File: src/rtl/vid_timing_pkg.sv
// Shared types and helpers for the video timing measurement block.
//   axis_state_e : per-axis FSM state (IDLE, SYNC, BACK, ACTIVE, FRONT)
//   sat_inc      : increment that sticks at a caller-supplied maximum
package vid_timing_pkg;

    typedef enum logic [2:0] {
        ST_IDLE,
        ST_SYNC,
        ST_BACK,
        ST_ACTIVE,
        ST_FRONT
    } axis_state_e;

    function automatic logic [31:0] sat_inc(input logic [31:0] value, input logic [31:0] max_value);
        return (value >= max_value) ? max_value : value + 32'd1;
    endfunction

endpackage

File: src/rtl/vid_axis_measure.sv
// One measurement axis: sync/back/active/front FSM, four saturating counters
// and the registered result set with its one-cycle strobe.
// Ports:
//   clk_i, rst_ni        clock, async active-low reset
//   tick_i               advance enable (pixel tick or line tick)
//   edge_i               sync leading edge on this tick; closes the unit
//   sync_i               normalized sync level on this tick
//   active_i             "de" for this tick
//   strobe_o             one-cycle pulse, results below just updated
//   total_o, sync_len_o, active_o, front_o   results of the last closed unit
//
// State table
//   state     | meaning
//   IDLE      | unarmed, waiting for the first sync edge
//   SYNC      | inside the sync pulse
//   BACK      | after sync, no de yet
//   ACTIVE    | de seen and currently high
//   FRONT     | de has dropped, counting front porch
module vid_axis_measure
    import vid_timing_pkg::*;
#(
    parameter int NBITS   = 16,
    // When set, active_i describes the unit that ends at this tick (vertical
    // axis: "the line just closed had DE"), so on an edge it is folded into
    // the closing result rather than the new unit.
    parameter bit DE_LAGS = 1'b0
) (
    input  logic             clk_i,
    input  logic             rst_ni,
    input  logic             tick_i,
    input  logic             edge_i,
    input  logic             sync_i,
    input  logic             active_i,
    output logic             strobe_o,
    output logic [NBITS-1:0] total_o,
    output logic [NBITS-1:0] sync_len_o,
    output logic [NBITS-1:0] active_o,
    output logic [NBITS-1:0] front_o
);

    typedef logic [NBITS-1:0] cnt_t;

    localparam logic [31:0] CNT_MAX = 32'((64'd1 << NBITS) - 64'd1);

    function automatic cnt_t inc(input cnt_t v);
        return cnt_t'(sat_inc(32'(v), CNT_MAX));
    endfunction

    axis_state_e state_q, state_d, state_nxt;
    cnt_t        total_q, total_d;
    cnt_t        sync_q, sync_d;
    cnt_t        act_q, act_d;
    cnt_t        front_q, front_d;
    cnt_t        act_step, front_step;
    logic        strobe_q, strobe_d;
    cnt_t        out_total_q, out_total_d;
    cnt_t        out_sync_q, out_sync_d;
    cnt_t        out_act_q, out_act_d;
    cnt_t        out_front_q, out_front_d;

    always_comb begin
        case (state_q)
            ST_SYNC:            state_nxt = sync_i ? ST_SYNC : (active_i ? ST_ACTIVE : ST_BACK);
            ST_BACK:            state_nxt = active_i ? ST_ACTIVE : ST_BACK;
            ST_ACTIVE, ST_FRONT: state_nxt = active_i ? ST_ACTIVE : ST_FRONT;
            default:            state_nxt = ST_IDLE;
        endcase

        // A tick is attributed to the state it leads into; re-entering ACTIVE
        // from FRONT discards the porch seen so far.
        act_step = active_i ? inc(act_q) : act_q;
        if (state_nxt == ST_FRONT) begin
            front_step = inc(front_q);
        end else if (state_q == ST_FRONT) begin
            front_step = '0;
        end else begin
            front_step = front_q;
        end

        state_d     = state_q;
        total_d     = total_q;
        sync_d      = sync_q;
        act_d       = act_q;
        front_d     = front_q;
        strobe_d    = 1'b0;
        out_total_d = out_total_q;
        out_sync_d  = out_sync_q;
        out_act_d   = out_act_q;
        out_front_d = out_front_q;

        if (tick_i && edge_i) begin
            // First edge after reset only arms the axis.
            if (state_q != ST_IDLE) begin
                strobe_d    = 1'b1;
                out_total_d = total_q;
                out_sync_d  = sync_q;
                out_act_d   = DE_LAGS ? act_step : act_q;
                out_front_d = DE_LAGS ? front_step : front_q;
            end
            state_d = ST_SYNC;
            total_d = cnt_t'(1);
            sync_d  = cnt_t'(1);
            act_d   = (!DE_LAGS && active_i) ? cnt_t'(1) : '0;
            front_d = '0;
        end else if (tick_i && state_q != ST_IDLE) begin
            state_d = state_nxt;
            total_d = inc(total_q);
            if (state_nxt == ST_SYNC) begin
                sync_d = inc(sync_q);
            end
            act_d   = act_step;
            front_d = front_step;
        end
    end

    always_ff @(posedge clk_i or negedge rst_ni) begin
        if (!rst_ni) begin
            state_q     <= ST_IDLE;
            total_q     <= '0;
            sync_q      <= '0;
            act_q       <= '0;
            front_q     <= '0;
            strobe_q    <= 1'b0;
            out_total_q <= '0;
            out_sync_q  <= '0;
            out_act_q   <= '0;
            out_front_q <= '0;
        end else begin
            state_q     <= state_d;
            total_q     <= total_d;
            sync_q      <= sync_d;
            act_q       <= act_d;
            front_q     <= front_d;
            strobe_q    <= strobe_d;
            out_total_q <= out_total_d;
            out_sync_q  <= out_sync_d;
            out_act_q   <= out_act_d;
            out_front_q <= out_front_d;
        end
    end

    assign strobe_o   = strobe_q;
    assign total_o    = out_total_q;
    assign sync_len_o = out_sync_q;
    assign active_o   = out_act_q;
    assign front_o    = out_front_q;

endmodule

File: src/rtl/vid_timing_measure.sv
// Raw video sync timing measurement in the pixel clock domain.
// Ports:
//   i_clk, i_reset_n       pixel clock, async active-low reset
//   i_pix_valid            pixel enable; inputs sampled only when high
//   i_hsync, i_vsync, i_de sync inputs (polarity set by HS_POL/VS_POL) and DE
//   o_hv + o_htotal/o_hsync/o_hactive/o_hfront   per-line results and strobe
//   o_vv + o_vtotal/o_vsync/o_vactive/o_vfront   per-frame results and strobe
module vid_timing_measure
    import vid_timing_pkg::*;
#(
    parameter int   NBITS  = 16,
    parameter logic HS_POL = 1'b1,
    parameter logic VS_POL = 1'b1
) (
    input  logic             i_clk,
    input  logic             i_reset_n,
    input  logic             i_pix_valid,
    input  logic             i_hsync,
    input  logic             i_vsync,
    input  logic             i_de,
    output logic             o_hv,
    output logic [NBITS-1:0] o_htotal,
    output logic [NBITS-1:0] o_hsync,
    output logic [NBITS-1:0] o_hactive,
    output logic [NBITS-1:0] o_hfront,
    output logic             o_vv,
    output logic [NBITS-1:0] o_vtotal,
    output logic [NBITS-1:0] o_vsync,
    output logic [NBITS-1:0] o_vactive,
    output logic [NBITS-1:0] o_vfront
);

    // Reset asserts asynchronously and is released on the clock.
    logic [1:0] rst_sync_q;
    logic       rst_n_int;

    always_ff @(posedge i_clk or negedge i_reset_n) begin
        if (!i_reset_n) begin
            rst_sync_q <= '0;
        end else begin
            rst_sync_q <= {rst_sync_q[0], 1'b1};
        end
    end

    assign rst_n_int = rst_sync_q[1];

    logic hs, vs;
    logic hs_prev_q, vs_line_q, line_de_q;
    logic h_edge, v_edge;

    assign hs = (i_hsync == HS_POL);
    assign vs = (i_vsync == VS_POL);

    // The vertical axis runs on line ticks: vsync is compared against its
    // value at the previous line start.
    assign h_edge = i_pix_valid & hs & ~hs_prev_q;
    assign v_edge = h_edge & vs & ~vs_line_q;

    always_ff @(posedge i_clk or negedge rst_n_int) begin
        if (!rst_n_int) begin
            hs_prev_q <= 1'b0;
            vs_line_q <= 1'b0;
            line_de_q <= 1'b0;
        end else if (i_pix_valid) begin
            hs_prev_q <= hs;
            if (h_edge) begin
                vs_line_q <= vs;
                // The edge pixel already belongs to the new line.
                line_de_q <= i_de;
            end else if (i_de) begin
                line_de_q <= 1'b1;
            end
        end
    end

    vid_axis_measure #(
        .NBITS   (NBITS),
        .DE_LAGS (1'b0)
    ) u_h_axis (
        .clk_i      (i_clk),
        .rst_ni     (rst_n_int),
        .tick_i     (i_pix_valid),
        .edge_i     (h_edge),
        .sync_i     (hs),
        .active_i   (i_de),
        .strobe_o   (o_hv),
        .total_o    (o_htotal),
        .sync_len_o (o_hsync),
        .active_o   (o_hactive),
        .front_o    (o_hfront)
    );

    vid_axis_measure #(
        .NBITS   (NBITS),
        .DE_LAGS (1'b1)
    ) u_v_axis (
        .clk_i      (i_clk),
        .rst_ni     (rst_n_int),
        .tick_i     (h_edge),
        .edge_i     (v_edge),
        .sync_i     (vs),
        .active_i   (line_de_q),
        .strobe_o   (o_vv),
        .total_o    (o_vtotal),
        .sync_len_o (o_vsync),
        .active_o   (o_vactive),
        .front_o    (o_vfront)
    );

endmodule

File: config.mk
export PLATFORM = sky130hd
export DESIGN_NAME = vid_timing_measure
export DESIGN_NICKNAME = d
export VERILOG_FILES = /design/src/rtl/vid_timing_pkg.sv /design/src/rtl/vid_axis_measure.sv /design/src/rtl/vid_timing_measure.sv
export SDC_FILE = /design/constraint.sdc
export NUM_CORES = 1
export LEC_CHECK = 0
export ABC_AREA = 0
export CAP_MARGIN = 0
export CORE_MARGIN = 3
export CORE_UTILIZATION = 50
export CTS_BUF_LIST = sky130_fd_sc_hd__clkbuf_4
export CTS_CLUSTER_DIAMETER = 100
export DETAILED_ROUTE_END_ITERATION = 10
export GPL_TIMING_DRIVEN = 0
export PLACE_DENSITY = 0.72
export SYNTH_ARGS = -nofsm -noshare
export SYNTH_HDL_FRONTEND = slang
export SYNTH_SLANG_ARGS = --single-unit
File: constraint.sdc
create_clock -name i_clk -period 12.51 [get_ports i_clk]
set_input_delay 1.8765 -clock i_clk [delete_from_list [all_inputs] [get_ports i_clk]]
set_output_delay 1.8765 -clock i_clk [all_outputs]
set_load 0.01 [all_outputs]
== Yosys cells after proc, flatten, opt, wreduce, memory -nomap -nowiden ==
Cells that the tools add are included.
Operators by class
  add/sub/neg operators: 8
  multipliers: 0
  div/mod/pow operators: 0
  magnitude comparators: 8
  equality and inequality tests: 12
  shift-type cells: 0
  mux-type cells: 51
  bitwise logic cells: 6
  reductions and logical operators: 23
Operators with widths (number)
  $mux 16: 32
  $add 16x1->16 const B: 8
  $ge 16x16->1 const B: 8
  $mux 3: 6
  $pmux 3 s3: 2
  $reduce_and 2->1: 8
  $eq 3x1->1 const B: 4
  $eq 3x2->1 const B: 4
  $eq 3x3->1 const B: 4
  $reduce_bool 2->1: 6
  $mux 1: 9
  $reduce_bool 3->1: 3
  $and 1x1->1: 4
  $logic_and 1x1->1: 4
  $mux 2: 2
  $reduce_or 2->1: 2
  $not 1->1: 2
Storage, ports and cells
  bits in registers: 269
  latch bits: 0
  RAM bits: 0
  ROM bits: 0
  bits of input ports: 6
  output and inout bits: 130
  word-level logic and storage cells: 132
  memories kept: 0

== Logic depth before layout (Yosys ltp) ==
Gate-level depths: netlist of run 1.
  depth after elaboration: 7
  depth in mapped cells: 8
  mapped depth without buffers: 6

== Cells and area by module ==
Synthesis of run 1 repeated with hierarchy kept, for this count alone.
Second synthesis, totals
  cell total of the unflattened synthesis: 1430
  area total of the unflattened synthesis: 13315.3 µm²
Modules (own cells, without submodules)
  vid_axis_measure at u_v_axis: times used 1, cells each 781, area each 6795.3 µm², sequential area each 3303.2 µm²
  vid_axis_measure at u_h_axis: times used 1, cells each 635, area each 6322.3 µm², sequential area each 3303.2 µm²
  vid_timing_measure: times used 1, cells each 14, area each 197.7 µm², sequential area each 125.1 µm²

== Worst setup path after synthesis of run 1 ==
No wires, ideal clock.
  kind: input-to-reg
  start point: in i_pix_valid
  end point: reg u_h_axis.out_act_q[0] (netlist: u_h_axis.active_o[0])
  library setup time: 125 ps
  arrival: 3324 ps
  data required time: 12385 ps
  slack: 9061 ps
  stages: 6
  buffers on the path: 3
  cell sequence: nand3b_1 clkbuf_1 nor2_1 clkbuf_1 clkbuf_1 mux2_2
On the way
  longest elaborated chain between the ends: 4
RTL lines
  from (decl): RTL line vid_timing_measure.sv:17  | input logic i_pix_valid,
  $and 1x1->1 (2 in a row): RTL line vid_timing_measure.sv:56  | assign h_edge = i_pix_valid & hs & ~hs_prev_q;
  $logic_and 1x1->1 *: RTL line vid_axis_measure.sv:91  | if (tick_i && edge_i) begin
  $reduce_and 2->1 (no line) *
  to (signal assigned): RTL line vid_axis_measure.sv:137  | out_act_q <= out_act_d;
  to (decl): RTL line vid_axis_measure.sv:58  | cnt_t out_act_q, out_act_d;
Every way passes the cells marked *; elsewhere a longest branch is shown, timed or not.
A chain may end at the register's enable or synchronous reset.

== Worst setup path after layout of run 1 ==
  start point: in i_hsync
  end point: reg u_h_axis.out_act_q[11] (netlist: u_h_axis.active_o[11])
On the way
  longest elaborated chain between the ends: 4
RTL lines
  from (decl): RTL line vid_timing_measure.sv:18  | input logic i_hsync,
  $and 1x1->1 (2 in a row): RTL line vid_timing_measure.sv:56
  $logic_and 1x1->1: RTL line vid_axis_measure.sv:91
  $reduce_and 2->1 (no line)
No other way between the ends.

==> results.sh, run 1 <==
export IMPL_clk_pin_slew_ps=60
export IMPL_postLayoutCoreUtil=0.619
export IMPL_synth_fp_nets=1325
export IMPL_start_kind="input pin"
export IMPL_setup_viol=0
export IMPL_syn2layout_area_growth_pct=21.3
export IMPL_root_buffer="clkbuf_4"
export IMPL_p_int_uw=1620
export IMPL_vdd_drop_max_mv=0.0903
export IMPL_initial_core_util=0.510
export IMPL_rsz0062_at_grt="no"
export IMPL_drive_gt1_frac=0.125
export IMPL_clock_sinks=269
export IMPL_rows=58
export IMPL_yosys_area_share_xor_xnor=0.00748
export IMPL_grt_pass1_vias=11100
export IMPL_clock_path_buffers=3
export IMPL_min_path_type="register to asynchronous set/reset pin"
export IMPL_slew_headroom=0.414
export IMPL_syn_avg_cell_area_um2=9.83
export IMPL_grt_antenna_before_repair=3
export IMPL_hold_viol=0
export IMPL_nets=1537
export IMPL_synth_edf_count=0
export IMPL_dp_worst_setup_slack_ps=7670
export IMPL_fmax_ghz=0.240
export IMPL_clk_latency_ps=670
export IMPL_cp_top_family="buffers and inverters"
export IMPL_crit_slowest_cell="clkbuf_1"
export IMPL_seq_area_frac_synth=0.523
export IMPL_grt_max_degree=71
export IMPL_worst_pin_slew_ps=872
export IMPL_ctsHoldBuffers=0
export IMPL_crit_top_cell="clkbuf_1"
export IMPL_met2_usage=0.388
export IMPL_grt_pass1_wl_mm=56.1
export IMPL_path_max_fanout=10
export IMPL_die_h_um=167
export IMPL_power_leakage_uw=0.00676
export IMPL_cts_made_buffers=71
export IMPL_dpl_hpwl_mm=23.1
export IMPL_clock_skew_final_ps=38.0
export IMPL_crit_chain="clkdlybuf4s50_1, nand3b_1, clkbuf_1, nor2_1, clkbuf_1, clkbuf_1, mux2_2"
export IMPL_cpPeakStageDelay_ps=590
export IMPL_layout_common_cells="dfrtp_1, nand2_1, clkdlybuf4s50_1"
export IMPL_design_core_area_um2=25300
export IMPL_die_area_um2=27700
export IMPL_n_fill_cell=2185
export IMPL_drc=0
export IMPL_cts_resized=0
export IMPL_synth_compound_area_share=0.173
export IMPL_arrival_ps=4690
export IMPL_total_power_uw=2300
export IMPL_synthArstFlopShare=1.00
export IMPL_status="finished, final reports clean"
export IMPL_use_met1=0.323
export IMPL_multiInputGateArea_um2=5730
export IMPL_vias=11200
export IMPL_fin_crit_ps=4160
export IMPL_mostFrequentLayoutCell="dfrtp_1"
export IMPL_cp_required_ps=13040
export IMPL_maxSlewViolCount=0
export IMPL_ys_ff_latch=269
export IMPL_yosys_cell_types_count=71
export IMPL_crit_type="input pin to register"
export IMPL_crit_buf_inv=4
export IMPL_muxShareOfSynthArea=0.0615
export IMPL_busiest_layer="met2"
export IMPL_drt_iter0_drc=836
export IMPL_wirelength_mm=33.4
export IMPL_ios=136
export IMPL_cts_setup_buffers=0
export IMPL_power_frac_seq=0.466
export IMPL_syn_cell_area_um2=12900
export IMPL_cts_tree="done"
export IMPL_die_w_um=167
export IMPL_port_buffers=135
export IMPL_synthCells=1311
export IMPL_synth_top_family_by_area="simple AND/OR/NAND/NOR gates"
export IMPL_maxCapViolCount=0
export IMPL_htree_num_levels=3
export IMPL_ant_nets=0
export IMPL_powerDensity_nw_per_um2=147
export IMPL_p_sw_frac=0.296
export IMPL_setup_tns_ps=0
export IMPL_synth_fa_ha_area_frac=0.00777
export IMPL_critPathCaptureType="register"
export IMPL_firstDrtPassIters=5
export IMPL_power_switching_uw=681
export IMPL_wl_per_cell_um=17.6
export IMPL_yosys_warnings=0
export IMPL_area_sequential_um2=6740
export IMPL_grt_use_total=0.240
export IMPL_period_share=0.333
export IMPL_clkPwrFrac=0.335
export IMPL_timing_final_ws_setup_ps=8350
export IMPL_vias_per_cell=5.90
export IMPL_met3_usage=0.0574
export IMPL_grt_ovfl_total=0
export IMPL_synth_main_ff_cell="dfrtp_1"
export IMPL_yosys_area_share_simple=0.195
export IMPL_place_gp_congestion=0.889
export IMPL_combPwrFrac=0.199
## final timing paths
check	cells after the start	to	startpoint	slack [ps]
max	7	u_h_axis.active_o[11]$_DFFE_PN0P_	i_hsync	8350
min	0	u_v_axis.strobe_o$_DFF_PN0_	rst_sync_q[1]$_DFF_PN0_	350
max in group asynchronous	3	u_h_axis.active_o[1]$_DFFE_PN0P_	rst_sync_q[1]$_DFF_PN0_	10860
min reg2reg	0	u_v_axis.strobe_o$_DFF_PN0_	rst_sync_q[1]$_DFF_PN0_	350
min in group i_clk	0	rst_sync_q[1]$_DFF_PN0_	rst_sync_q[0]$_DFF_PN0_	360
max reg2reg	6	u_h_axis.active_o[11]$_DFFE_PN0P_	hs_prev_q$_DFFE_PN0P_	9650
## stage by stage
| stage | hold slack (ps) | instances | instance area [um2] |
|---|---|---|---|
| 2_1_floorplan | 331 | 1311 | 12900 |
| 3_3_place_gp | 336 | 1776 | 14600 |
| 3_5_place_dp | 342 | 1780 | 14800 |
| 4_1_cts | 367 | 1892 | 15600 |
| 5_1_grt | 373 | 1893 | 15600 |
| 6_report | 351 | 1893 | 15600 |
## routing by layer
| layer | part of all wire | routed length [um] |
|---|---|---|
| met1 | 0.44 | 14700 |
| met3 | 0.067 | 2230 |
| met2 | 0.47 | 15700 |
| met5 | 0.00087 | 29 |
| met4 | 0.023 | 752 |
## synthesized netlist by cell type (8+ instances only)
| cell | instances | area, um2 |
|---|---|---|
| a31oi_1 | 40 | 250 |
| o21a_1 | 11 | 82.6 |
| a41oi_1 | 12 | 105 |
| and4_1 | 15 | 131 |
| inv_1 | 26 | 97.6 |
| nor4_1 | 11 | 68.8 |
| nor3_1 | 55 | 275 |
| nand4_1 | 32 | 200 |
| o21ai_0 | 86 | 430 |
| clkbuf_1 | 67 | 251 |
| a311oi_1 | 15 | 131 |
| dfrtp_1 | 269 | 6730 |
| ha_1 | 8 | 100 |
| a21o_1 | 12 | 90.1 |
| a211oi_1 | 21 | 158 |
| and3_1 | 29 | 181 |
| mux2_2 | 65 | 732 |
| nand3_1 | 50 | 250 |
| nor2_1 | 92 | 345 |
| a21oi_1 | 81 | 405 |
| xnor2_1 | 10 | 87.6 |
| nand2_1 | 163 | 612 |
## power groups by stage
stage | Sequential, uW | Combinational [uW] | Clock (uW)
detailed placement | 1090 | 458 | 0
global route | 1090 | 507 | 841
global placement | 1100 | 429 | 0
CTS | 1070 | 460 | 796
finish | 1070 | 458 | 770
floorplan | 1100 | 227 | 0
## cell type report
type,count,area share
clock inverter,13,0.00841
buffer,79,0.0204
timing repair buffer,139,0.0930
sequential,269,0.431
clock buffer,99,0.0476
inverter,26,0.00624
multi-input combinational,937,0.367
antenna,1,0.000160
tap,330,0.0264
## cell families after synthesis
family,after synthesis
muxes,71
buffers and inverters,105
other,1
AOI/OAI and AO/OA,340
adders and majority gates,8
and+or+nand+nor,506
DFF,269
xor gates and xnor gates,11
Note: power is estimated with default switching activity, not from simulation.
==> run 2: changes to the inputs <==
==> constraint.sdc (replaced) <==
create_clock -name i_clk -period 4.2 [get_ports i_clk]
set_input_delay 0.63 -clock i_clk [delete_from_list [all_inputs] [get_ports i_clk]]
set_output_delay 0.63 -clock i_clk [all_outputs]
set_load 0.01 [all_outputs]
==> results.sh, run 2 (synthesis results as in run 1) <==
export IMPL_drc=0
export IMPL_hold_viol=0
export IMPL_vias=11300
export IMPL_firstDrtPassIters=5
export IMPL_critPathCaptureType="register"
export IMPL_layout_common_cells="dfrtp_1, nand2_1, clkdlybuf4s50_1"
export IMPL_r2r_slack_ps=1330
export IMPL_ios=136
export IMPL_grt_pass1_vias=11200
export IMPL_vdd_drop_max_mv=0.305
export IMPL_slew_headroom=0.380
export IMPL_die_h_um=167
export IMPL_area_sequential_um2=6740
export IMPL_grt_antenna_before_repair=2
export IMPL_initial_core_util=0.510
export IMPL_status="finished, final reports clean"
export IMPL_setup_tns_ps=0
export IMPL_powerDensity_nw_per_um2=439
export IMPL_mostFrequentLayoutCell="dfrtp_1"
export IMPL_clk_pin_slew_ps=60
export IMPL_hold_worst_slack_ps=134
export IMPL_period_share=0.701
export IMPL_ant_nets=0
export IMPL_cp_required_ps=4710
export IMPL_clk_latency_ps=660
export IMPL_grt_ovfl_total=0
export IMPL_port_buffers=135
export IMPL_wirelength_mm=33.4
export IMPL_maxSlewViolCount=0
export IMPL_n_fill_cell=2137
export IMPL_fmax_ghz=0.339
export IMPL_rows=58
export IMPL_path_max_fanout=10
export IMPL_design_core_area_um2=25300
export IMPL_rsz0062_at_grt="no"
export IMPL_dpl_cell_area_um2=14800
export IMPL_maxCapViolCount=0
export IMPL_cts_made_buffers=74
export IMPL_clock_path_buffers=3
export IMPL_wl_per_cell_um=17.5
export IMPL_arrival_ps=3460
export IMPL_cts_setup_buffers=0
export IMPL_start_kind="input pin"
export IMPL_multiInputGateArea_um2=5730
export IMPL_root_buffer="clkbuf_4"
export IMPL_nets=1540
export IMPL_drt_iter0_drc=1010
export IMPL_setup_viol=0
export IMPL_die_area_um2=27700
export IMPL_clock_sinks=269
export IMPL_fin_crit_ps=2950
export IMPL_grt_max_degree=71
export IMPL_ctsHoldBuffers=0
export IMPL_cts_resized=0
export IMPL_worst_pin_slew_ps=924
export IMPL_power_leakage_uw=0.00681
export IMPL_place_gp_congestion=0.899
export IMPL_grt_use_total=0.240
export IMPL_drive_gt1_frac=0.130
export IMPL_syn2layout_area_growth_pct=21.8
export IMPL_crit_type="input pin to register"
export IMPL_final_area_um2=15700
export IMPL_grt_pass1_wl_mm=55.9
export IMPL_clock_skew_final_ps=35.1
export IMPL_postLayoutCoreUtil=0.621
export IMPL_htree_num_levels=3
export IMPL_vias_per_cell=5.90
export IMPL_cts_tree="done"
export IMPL_dpl_hpwl_mm=23.1
export IMPL_min_path_type="register to asynchronous set/reset pin"
export IMPL_die_w_um=167
run 2: final cells by class:
cell class / count / area share
Multi-Input combinational cell: 937 / 0.365
Clock inverter: 16 / 0.00558
Sequential cell: 269 / 0.429
Inverter: 26 / 0.00622
Antenna cell: 2 / 0.000319
Tap cell: 330 / 0.0263
Buffer: 79 / 0.0203
Clock buffer: 112 / 0.0536
Timing Repair Buffer: 139 / 0.0931
run 2: power breakdown:
part           switching, uW  internal, uW  leakage [uW]
logic                    716           664       0.00262
registers                279          2900       0.00363
clock network           1060          1270      0.000558
total                   2060          4840       0.00681
run 2: path summary, 6_finish.rpt:
path,startpoint,depth (start not counted),end
worst max-delay path,i_hsync,7,u_h_axis.sync_len_o[10]$_DFFE_PN0P_
worst min-delay path,rst_sync_q[1]$_DFF_PN0_,0,u_v_axis.total_o[15]$_DFFE_PN0P_
worst max register to register,hs_prev_q$_DFFE_PN0P_,6,u_h_axis.sync_len_o[10]$_DFFE_PN0P_
worst min register to register,rst_sync_q[1]$_DFF_PN0_,0,u_v_axis.total_o[15]$_DFFE_PN0P_
max in group asynchronous,rst_sync_q[1]$_DFF_PN0_,3,u_h_axis.strobe_o$_DFF_PN0_
min in group i_clk,rst_sync_q[0]$_DFF_PN0_,0,rst_sync_q[1]$_DFF_PN0_
run 2: routing by layer:
| layer | vias to the layer above | GRT usage | part of all wire | wire length [um] |
|---|---|---|---|---|
| li1 | 5320 | - | - | - |
| met1 | 5417 | 0.321 | 0.43 | 14400 |
| met2 | 441 | 0.389 | 0.47 | 15800 |
| met3 | 84 | 0.0503 | 0.070 | 2320 |
| met4 | 0 | 0.0915 | 0.027 | 908 |
| met5 | - | 0 | 0 | 0 |
run 2: worst max-delay path: stages:
cell and delay, ps:
clkdlybuf4s50_1 580, nand3b_1 170, clkbuf_1 320, nor2_1 230, clkbuf_1 600, clkbuf_1 520, mux2_2 390
run 2: per-stage QoR:
stage | total power [uW] | instances | setup WS (ps)
detailed placement | 4600 | 1780 | 614
CTS | 6980 | 1908 | 1310
global placement | 4550 | 1776 | 493
floorplan | 3950 | 1311 | 1510
global route | 7300 | 1909 | 1140
finish | 6890 | 1910 | 1250
